$ cat config.mk
export PLATFORM = sky130hd
export DESIGN_NAME = pwm_capture_flat
export DESIGN_NICKNAME = d
export VERILOG_FILES = /design/src/rtl/pwm_capture_if.sv /design/src/rtl/pwm_capture.sv /design/src/flat_wrapper.sv
export SDC_FILE = /design/constraint.sdc
export NUM_CORES = 1
export LEC_CHECK = 0
export CORE_UTILIZATION = 45
export CTS_BUF_LIST = sky130_fd_sc_hd__clkbuf_2 sky130_fd_sc_hd__clkbuf_4 sky130_fd_sc_hd__clkbuf_8
export CTS_CLUSTER_SIZE = 20
export DETAILED_ROUTE_END_ITERATION = 8
export HOLD_SLACK_MARGIN = 0.03
export PLACE_DENSITY_LB_ADDON = 0.05
export SYNTH_ARGS = -nofsm -noshare
export SYNTH_HDL_FRONTEND = slang
export SYNTH_SLANG_ARGS = --single-unit
$ cat constraint.sdc
create_clock -name sys_clk -period 2.1 [get_ports sys_clk]
set_input_delay 0.21 -clock sys_clk [delete_from_list [all_inputs] [get_ports sys_clk]]
set_output_delay 0.21 -clock sys_clk [all_outputs]
set_load 0.01 [all_outputs]
$ cat src/rtl/pwm_capture_if.sv
// Result channel of pwm_capture: measured high time and period, handed over with valid/ready.
// The producer holds data and valid until a cycle with valid & ready.
interface pwm_capture_if #(
    parameter int COUNT_WIDTH = 16
);
    logic [COUNT_WIDTH-1:0] high_count;
    logic [COUNT_WIDTH-1:0] period_count;
    logic                   valid;
    logic                   ready;

    modport master (
        output high_count,
        output period_count,
        output valid,
        input  ready
    );

    modport slave (
        input  high_count,
        input  period_count,
        input  valid,
        output ready
    );
endinterface

$ cat src/rtl/pwm_capture.sv
// PWM high-time/period meter; result valid 1 cycle after the closing rise is detected, held until ready, overwrite sets overrun.
// Define PWM_CAPTURE_GLITCH_FILTER_EN to ignore input pulses shorter than 3 cycles (edge latency +2, widths unchanged).
module pwm_capture #(
    parameter int COUNT_WIDTH = 16,
    parameter int SYNC_STAGES = 2
) (
    input  logic                  sys_clk,
    input  logic                  reset_n,
    input  logic                  enable,
    input  logic                  pwm_in,
    pwm_capture_if.master         res,
    output logic                  overrun,
    output logic                  stalled
);

    typedef enum logic [1:0] {
        ST_IDLE,
        ST_ARM,
        ST_HIGH,
        ST_LOW
    } state_t;

    localparam logic [COUNT_WIDTH-1:0] CNT_ONE = COUNT_WIDTH'(1);
    localparam logic [COUNT_WIDTH-1:0] CNT_MAX = '1;

    logic [SYNC_STAGES-1:0] sync_q;
    logic                   raw;
    logic                   s;
    logic                   s_d_q;
    logic                   rise;
    logic                   fall;

    state_t                 state_q, state_d;
    logic [COUNT_WIDTH-1:0] cnt_q, cnt_d;
    logic [COUNT_WIDTH-1:0] hi_lat_q, hi_lat_d;
    logic                   meas;
    logic                   stall_set;

    logic [COUNT_WIDTH-1:0] high_q, high_d;
    logic [COUNT_WIDTH-1:0] period_q, period_d;
    logic                   valid_q, valid_d;
    logic                   overrun_q, overrun_d;
    logic                   stalled_q, stalled_d;
    logic                   xfer;
    logic                   ovr_set;

    always_ff @(posedge sys_clk or negedge reset_n) begin
        if (!reset_n) begin
            sync_q <= '0;
        end else begin
            sync_q <= {sync_q[SYNC_STAGES-2:0], pwm_in};
        end
    end

    assign raw = sync_q[SYNC_STAGES-1];

`ifdef PWM_CAPTURE_GLITCH_FILTER_EN
    // The filtered level follows the synchronized input only once the current and
    // two previous samples agree, so 1- and 2-cycle pulses never reach the FSM.
    logic [1:0] hist_q;
    logic       flt_q;

    always_comb begin
        s = flt_q;
        if ((raw == hist_q[0]) && (raw == hist_q[1])) begin
            s = raw;
        end
    end

    always_ff @(posedge sys_clk or negedge reset_n) begin
        if (!reset_n) begin
            hist_q <= '0;
            flt_q  <= 1'b0;
        end else begin
            hist_q <= {hist_q[0], raw};
            flt_q  <= s;
        end
    end
`else
    assign s = raw;
`endif

    always_ff @(posedge sys_clk or negedge reset_n) begin
        if (!reset_n) begin
            s_d_q <= 1'b0;
        end else begin
            s_d_q <= s;
        end
    end

    assign rise = s & ~s_d_q;
    assign fall = ~s & s_d_q;

    // Saturation is checked before edges so a counter at all-ones never yields a result.
    always_comb begin
        state_d   = state_q;
        cnt_d     = cnt_q;
        hi_lat_d  = hi_lat_q;
        meas      = 1'b0;
        stall_set = 1'b0;
        if (!enable) begin
            state_d  = ST_IDLE;
            cnt_d    = '0;
            hi_lat_d = '0;
        end else begin
            case (state_q)
                ST_IDLE: begin
                    cnt_d   = '0;
                    state_d = ST_ARM;
                end
                ST_ARM: begin
                    if (rise) begin
                        cnt_d   = CNT_ONE;
                        state_d = ST_HIGH;
                    end
                end
                ST_HIGH: begin
                    if (cnt_q == CNT_MAX) begin
                        stall_set = 1'b1;
                        cnt_d     = '0;
                        state_d   = ST_ARM;
                    end else if (fall) begin
                        hi_lat_d = cnt_q;
                        cnt_d    = cnt_q + CNT_ONE;
                        state_d  = ST_LOW;
                    end else begin
                        cnt_d = cnt_q + CNT_ONE;
                    end
                end
                ST_LOW: begin
                    if (cnt_q == CNT_MAX) begin
                        stall_set = 1'b1;
                        cnt_d     = '0;
                        state_d   = ST_ARM;
                    end else if (rise) begin
                        meas    = 1'b1;
                        cnt_d   = CNT_ONE;
                        state_d = ST_HIGH;
                    end else begin
                        cnt_d = cnt_q + CNT_ONE;
                    end
                end
                default: begin
                    state_d = ST_IDLE;
                end
            endcase
        end
    end

    always_ff @(posedge sys_clk or negedge reset_n) begin
        if (!reset_n) begin
            state_q  <= ST_IDLE;
            cnt_q    <= '0;
            hi_lat_q <= '0;
        end else begin
            state_q  <= state_d;
            cnt_q    <= cnt_d;
            hi_lat_q <= hi_lat_d;
        end
    end

    // A new result always wins the register; overrun set beats the clear from a transfer.
    always_comb begin
        xfer      = valid_q & res.ready;
        ovr_set   = meas & valid_q & ~res.ready;
        valid_d   = meas | (valid_q & ~xfer);
        overrun_d = ovr_set | (overrun_q & ~xfer);
        stalled_d = stall_set | (stalled_q & ~meas);
        high_d    = high_q;
        period_d  = period_q;
        if (meas) begin
            high_d   = hi_lat_q;
            period_d = cnt_q;
        end
    end

    always_ff @(posedge sys_clk or negedge reset_n) begin
        if (!reset_n) begin
            high_q    <= '0;
            period_q  <= '0;
            valid_q   <= 1'b0;
            overrun_q <= 1'b0;
            stalled_q <= 1'b0;
        end else begin
            high_q    <= high_d;
            period_q  <= period_d;
            valid_q   <= valid_d;
            overrun_q <= overrun_d;
            stalled_q <= stalled_d;
        end
    end

    assign res.high_count   = high_q;
    assign res.period_count = period_q;
    assign res.valid        = valid_q;
    assign overrun          = overrun_q;
    assign stalled          = stalled_q;

endmodule
$ cat src/flat_wrapper.sv
// flat-port wrapper written by rule: the top's interface ports become plain ports
module pwm_capture_flat 
#(
    parameter int COUNT_WIDTH = 16,
    parameter int SYNC_STAGES = 2
)
  (sys_clk, reset_n, enable, pwm_in, overrun, stalled, res_high_count, res_period_count, res_valid, res_ready);
  pwm_capture_if #(.COUNT_WIDTH(COUNT_WIDTH)) res_i ();
  input  logic sys_clk;
  input  logic reset_n;
  input  logic enable;
  input  logic pwm_in;
  output logic overrun;
  output logic stalled;
  output wire logic [$bits(res_i.high_count)-1:0] res_high_count;
  output wire logic [$bits(res_i.period_count)-1:0] res_period_count;
  output wire logic [$bits(res_i.valid)-1:0] res_valid;
  input wire logic [$bits(res_i.ready)-1:0] res_ready;
  assign res_high_count = res_i.high_count;
  assign res_period_count = res_i.period_count;
  assign res_valid = res_i.valid;
  assign res_i.ready = res_ready;
  pwm_capture #(.COUNT_WIDTH(COUNT_WIDTH), .SYNC_STAGES(SYNC_STAGES)) u_core (.sys_clk(sys_clk), .reset_n(reset_n), .enable(enable), .pwm_in(pwm_in), .res(res_i), .overrun(overrun), .stalled(stalled));
endmodule
==> results of run 1 <==
==> cell families (layout without fill, tap and decap cells) <==
| logic type | after synthesis | count (layout) | share of synthesized area (%) |
|---|---|---|---|
| flops | 72 | 72 | 52.3 |
| simple gates | 84 | 84 | 12.7 |
| mux | 48 | 48 | 18.1 |
| xor+xnor | 2 | 2 | 0.509 |
| fa+ha+maj | 1 | 1 | 0.363 |
| compound gates | 50 | 50 | 10.3 |
| buf+inv | 23 | 88 | 5.70 |
==> layout make-up <==
type / count / share of cell area [%]
multi-input combinational: 185 / 34.1
inverter: 4 / 0.354
clock buffer: 12 / 3.60
tap: 99 / 2.92
timing repair buffer: 68 / 15.2
clock inverter: 4 / 1.27
sequential: 72 / 42.5
==> stage by stage <==
stage          setup WS [ns]  cells  instance area (um^2)  utilization [%]
6_report               0.326    444                  4240             57.8
5_1_grt                0.220    444                  4240             57.8
4_1_cts                0.313    444                  4240             57.8
3_5_place_dp           0.254    427                  4020             54.8
3_3_place_gp           0.258    427                  4020             54.8
2_1_floorplan          0.121    280                  3440                -
==> synth_stat cells, types with 3 or more instances <==
| cell type | number | area (um^2) |
|---|---|---|
| nand4_1 | 4 | 25.0 |
| o211ai_1 | 5 | 37.5 |
| mux2_4 | 27 | 405 |
| nand2_1 | 41 | 154 |
| clkbuf_1 | 5 | 18.8 |
| a22oi_1 | 6 | 45.0 |
| mux2i_1 | 16 | 160 |
| nor3_1 | 5 | 25.0 |
| a21boi_0 | 3 | 22.5 |
| o31ai_1 | 3 | 22.5 |
| dfrtp_1 | 72 | 1800 |
| nand3_1 | 3 | 15.0 |
| o21ai_0 | 15 | 75.1 |
| clkbuf_8 | 4 | 55.1 |
| inv_1 | 4 | 15.0 |
| a21oi_1 | 4 | 20.0 |
| nor2b_1 | 4 | 25.0 |
| nor2_1 | 6 | 22.5 |
| mux2_2 | 5 | 56.3 |
| or3_1 | 3 | 18.8 |
==> flip-flops by register name, indices dropped and copies added, names as in the netlist <==
name	cells
u_core.cnt_q	16
u_core.hi_lat_q	16
u_core.res.high_count	16
u_core.res.period_count	16
u_core.state_q	2
u_core.sync_q	2
u_core.overrun	1
u_core.res.valid	1
u_core.s_d_q	1
u_core.stalled	1
==> timing repair <==
item                                   CTS  global route
endpoints found under the hold margin   72             0
hold buffers                             1             0
setup buffers                            0             0
==> cells in the final DEF (no fill, tap or decap), types with 3 or more instances in the layout <==
| cell | n |
|---|---|
| dfrtp_1 | 72 |
| nand2_1 | 41 |
| clkdlybuf4s50_1 | 38 |
| mux2_4 | 27 |
| buf_4 | 25 |
| mux2i_1 | 16 |
| o21ai_0 | 15 |
| clkbuf_8 | 10 |
| nor2_1 | 6 |
| a22oi_1 | 6 |
| nor3_1 | 5 |
| o211ai_1 | 5 |
| mux2_2 | 5 |
| inv_1 | 4 |
| a21oi_1 | 4 |
| nor2b_1 | 4 |
| nand4_1 | 4 |
| nand3_1 | 3 |
| o31ai_1 | 3 |
| or3_1 | 3 |
| a21boi_0 | 3 |
| buf_12 | 3 |
==> worst min-delay path by stage <==
stage          slack (ns)  startpoint                   endpoint  depth (start not counted)
5_1_grt              0.30      pwm_in           u_core.sync_q[0]                          1
2_1_floorplan       -0.09     reset_n            u_core.cnt_q[0]                          0
3_5_place_dp         0.27     reset_n  u_core.res.high_count[10]                          2
6_report             0.30      pwm_in           u_core.sync_q[0]                          1
3_3_place_gp         0.27     reset_n  u_core.res.high_count[10]                          2
4_1_cts              0.29      pwm_in           u_core.sync_q[0]                          1
==> power by group through the flow <==
stage / Combinational [uW] / Sequential [uW] / Clock (uW)
3_3_place_gp: 114 / 1430 / 0
4_1_cts: 116 / 1400 / 1160
6_report: 113 / 1400 / 1130
2_1_floorplan: 50.8 / 1430 / 0
5_1_grt: 127 / 1400 / 1220
3_5_place_dp: 114 / 1430 / 0
==> per-layer routing <==
layer	vias up	global-route usage (%)	routed length (um)
met4	0	8.08	102
li1	1121	-	-
met1	1212	27.8	3490
met3	10	3.88	241
met2	50	30.7	3340
met5	-	0	0
==> flow_summary.toml, run 1 <==
[layout]
num-nets-final = 346
multi_input_area_um2 = 1450
drive_gt1_share_pct = 24.9
regArea_um2 = 1800
area_growth_pct = 23.0
fill_cells = 597
antenna_cells = 0

[power]
vdd_drop_max_uv = 409
power_frac_comb_pct = 4.3
finalPower_uw = 2640
p_leak_uw = 0.00194
p_sw_share_pct = 22.6
clockPowerShare_pct = 42.6
pwr-share-seq_pct = 53.1
p_int_uw = 2050
power_density_nw_per_um2 = 624
p_switching_uw = 598

[global_route]
grt_max_degree = 73
grt_use_total_pct = 20.0
grt_pass1_wl_um = 11700
grt_overflow = 0
grt_pass1_vias = 2235
antenna_found_initial = 0

[timing]
timing.hold.ws_ns = 0.302
fin_worst_skew_ns = 0.00871
finalHoldViolations = 0
max_slew_margin_pct = 57.4
slew_viol_final = 0
setup_viol = 0
tns_ns = 0
timing.final.crit_share_pct = 84.5
rsz0062_at_grt = "no"
fmax_ghz = 0.564
min_period_ns = 1.77
worst_pin_slew_ns = 0.637

[critical_path]
reg2reg_from = "u_core.cnt_q[1]"
r2r_cells = 6
crit_start = "u_core.cnt_q[1]"
arrival_ns = 2.00
crit_end = "u_core.res.period_count[1]"
regToRegEndpoint = "u_core.res.period_count[1]"
r2r_slack_ns = 0.33
slowest_stage = "dfrtp_1"
cp_max_fo = 21
max_stage_delay_ns = 0.36
critPathKind = "flop to flop"
cp_cell_sequence = "ha_1, and2_2, nand4_4, o2111ai_4, buf_12, mux2_2"
path_buf_inv = 1
cp-end-kind = "flop"
cp_top_family = "flip-flops"
crit_cells = 6
crit_required_ns = 2.33
crit_path_start_kind = "flop"

[synth]
ys_types = 54
synthCells = 280
avgSynthCellArea_um2 = 12.3
yosys_warnings = 0
syn-cell-area_um2 = 3440
ys_seq_area_share_pct = 52.3
syn_nets = 286
synthArstFlopShare_pct = 100
synth_edf_count = 0
synth-main-ff-cell = "dfrtp_1"
ys_seq_elements = 72

[outcome]
status = "finished, final reports clean"

[routing]
avgRoutedWirePerCell_um = 16.2
firstDrtPassIters = 4
drt_iter0_drc = 169
detail_route.vias_per_cell = 5.39
drt_wl_total_um = 7170
drc_errors = 0
ant_nets = 0
route.vias.total = 2393

[floorplanning]
die_x_um = 89.5
die_h_um = 89.5
core_um2 = 7330
start_util_pct = 47.0
die-area_um2 = 8010
fp-row-count = 31
io_pins = 40

[placement]
portBuffers = 39
hpwlAfterDp_um = 4840
place_congestion = 0.842

[clock_tree]
h-tree-depth = 3
cts_resized = 0
clockBufferDepth = 2
clk_pin_slew_ns = 0.07
cts_tree = "built"
root_buffer = "clkbuf_8"
clk_latency_ns = 0.35
cts_made_buffers = 9
clock-sinks = 72

[job]
drv_cap = 0

[min_path]
hp-class = "primary input to flop"
No activity file was read; power rests on OpenSTA's default activity.
==> run 2: changes to the inputs <==
==> constraint.sdc (replaced) <==
create_clock -name sys_clk -period 1.55 [get_ports sys_clk]
set_input_delay 0.155 -clock sys_clk [delete_from_list [all_inputs] [get_ports sys_clk]]
set_output_delay 0.155 -clock sys_clk [all_outputs]
set_load 0.01 [all_outputs]
==> run 2 against run 1 <==
Compared with the run above: the run now ends with setup timing left; via count grew 6.5%; worst setup slack got worse by 0.55 ns; count of clock-buffer cells in the layout fell by 1; non-clock buffer count rose by 27; worst hold slack worse by 0.048 ns; final cell count increased by 5.9%; critical path depth grew 1.
==> flow_summary.toml, run 2 (synthesis results as in run 1) <==
[outcome]
status = "finished with violations"
violations = "setup timing"

[floorplanning]
start_util_pct = 47.0
die-area_um2 = 8010
fp-row-count = 31
core_um2 = 7330
die_x_um = 89.5
die_h_um = 89.5
io_pins = 40

[timing]
min_period_ns = 1.77
max_slew_margin_pct = 75.6
setup_viol = 49
finalHoldViolations = 0
timing.hold.ws_ns = 0.254
timing.final.crit_share_pct = 114
slew_viol_final = 0
fin_worst_skew_ns = 0.00767
rsz0062_at_grt = "yes"
fin_ws_ns = -0.222
fmax_ghz = 0.564
worst_pin_slew_ns = 0.366

[routing]
ant_nets = 0
drt_wl_total_um = 8140
firstDrtPassIters = 5
drt_iter0_drc = 244
route.vias.total = 2549
detail_route.vias_per_cell = 5.42
drc_errors = 0
avgRoutedWirePerCell_um = 17.3

[min_path]
hp-class = "primary input to flop"

[global_route]
grt_pass1_vias = 2473
grt_max_degree = 73
grt_overflow = 0
grt_use_total_pct = 21.1
grt_pass1_wl_um = 12300
antenna_found_initial = 0

[clock_tree]
clk_latency_ns = 0.34
clockBufferDepth = 2
clk_pin_slew_ns = 0.08
root_buffer = "clkbuf_8"
cts_tree = "built"
clock-sinks = 72
cts_made_buffers = 9
h-tree-depth = 3

[layout]
fin_area_um2 = 4690
fill_cells = 555
final_cell_mix = "dfrtp_1, nand2_1, clkdlybuf4s50_1"
drive_gt1_share_pct = 34.0
area_growth_pct = 36.1
antenna_cells = 0
num-nets-final = 373
final_util_pct = 64.0
final_common_cell = "dfrtp_1"
layout.cells.non_filler = 470

[critical_path]
slowest_stage = "dfrtp_1"
crit_required_ns = 1.78
cp-end-kind = "flop"
critPathKind = "flop to flop"
arrival_ns = 2.01
cp_max_fo = 8
crit_path_start_kind = "flop"
max_stage_delay_ns = 0.39
cp_cell_sequence = "ha_4, and2_4, nand4_4, o2111ai_4, buf_12, clkbuf_16, mux2_4"

[placement]
portBuffers = 39
hpwlAfterDp_um = 5120
place_congestion = 0.853
placed_cell_area_um2 = 4140
placed_cells = 440
place_ws_ns = -0.244

[power]
vdd_drop_max_uv = 481
power_density_nw_per_um2 = 772
p_leak_uw = 0.00218

[job]
drv_cap = 0
## run 2: cell count changes in the layout (fill, tap and decap cells not counted), sizes merged
cell	delta
buf	+23
clkbuf	+3
## run 2: worst max-delay path: cells and delay by family (launching register included)
kind                       cells  cell delay (ns)
adders and majority gates      1             0.15
buffers and inverters          2             0.35
and+or+nand+nor                2             0.26
muxes                          1             0.30
DFF                            1             0.39
AOI/OAI and AO/OA              1             0.22
## run 2: timing repair
action,4_1_cts,5_1_grt
resized for setup,12,28
setup buffers,9,3
pin swaps,7,10
endpoints found under the setup margin,56,64
cloned,2,3
hold endpoints to repair,72,0
hold buffers,1,0
## run 2: layout make-up
| type | instances | area, um^2 | area share, % |
|---|---|---|---|
| repair buffers | 95 | 986 | 21.0 |
| clock inverters | 4 | 53.8 | 1.15 |
| multi-input cells | 185 | 1560 | 33.2 |
| flip-flops and latches | 72 | 1800 | 38.4 |
| well taps | 99 | 124 | 2.64 |
| clock buffers | 11 | 151 | 3.23 |
| inverters | 4 | 15.0 | 0.320 |
## run 2: metal layers
metal  part of all wire (%)  GRT usage [%]  wire length (um)  vias to the layer above
met5                      0              0                 0                        -
met4                    2.1           7.79               169                        0
met3                    5.2           4.06               422                       17
met2                     47           33.0              3790                       95
met1                     46           29.1              3760                     1260
li1                       -              -                 -                     1177
## run 2: metrics by stage
stage          setup TNS, ns  total power [uW]
3_3_place_gp           -8.18              2110
2_1_floorplan         -11.13              2010
3_5_place_dp           -8.86              2110
4_1_cts                -6.21              3640
6_report               -7.63              3620
5_1_grt               -10.35              3770
## run 2: worst paths after layout
path / startpoint / endpoint / slack, ns / depth (start not counted)
worst min register to register: u_core.sync_q[0] / u_core.sync_q[1] / 0.36 / 0
worst max-delay path: u_core.cnt_q[0] / u_core.res.high_count[2] / -0.22 / 7
worst max register to register: u_core.cnt_q[0] / u_core.res.high_count[2] / -0.22 / 7
worst min-delay path: pwm_in / u_core.sync_q[0] / 0.25 / 1
max in group asynchronous: reset_n / u_core.res.period_count[3] / 0.90 / 3
min in group asynchronous: reset_n / u_core.hi_lat_q[10] / 0.37 / 3
## run 2: where the power goes
part,internal (uW),switching [uW]
Clock,825,704
Combinational,77.8,111
Sequential,1890,10.6
Total,2790,826
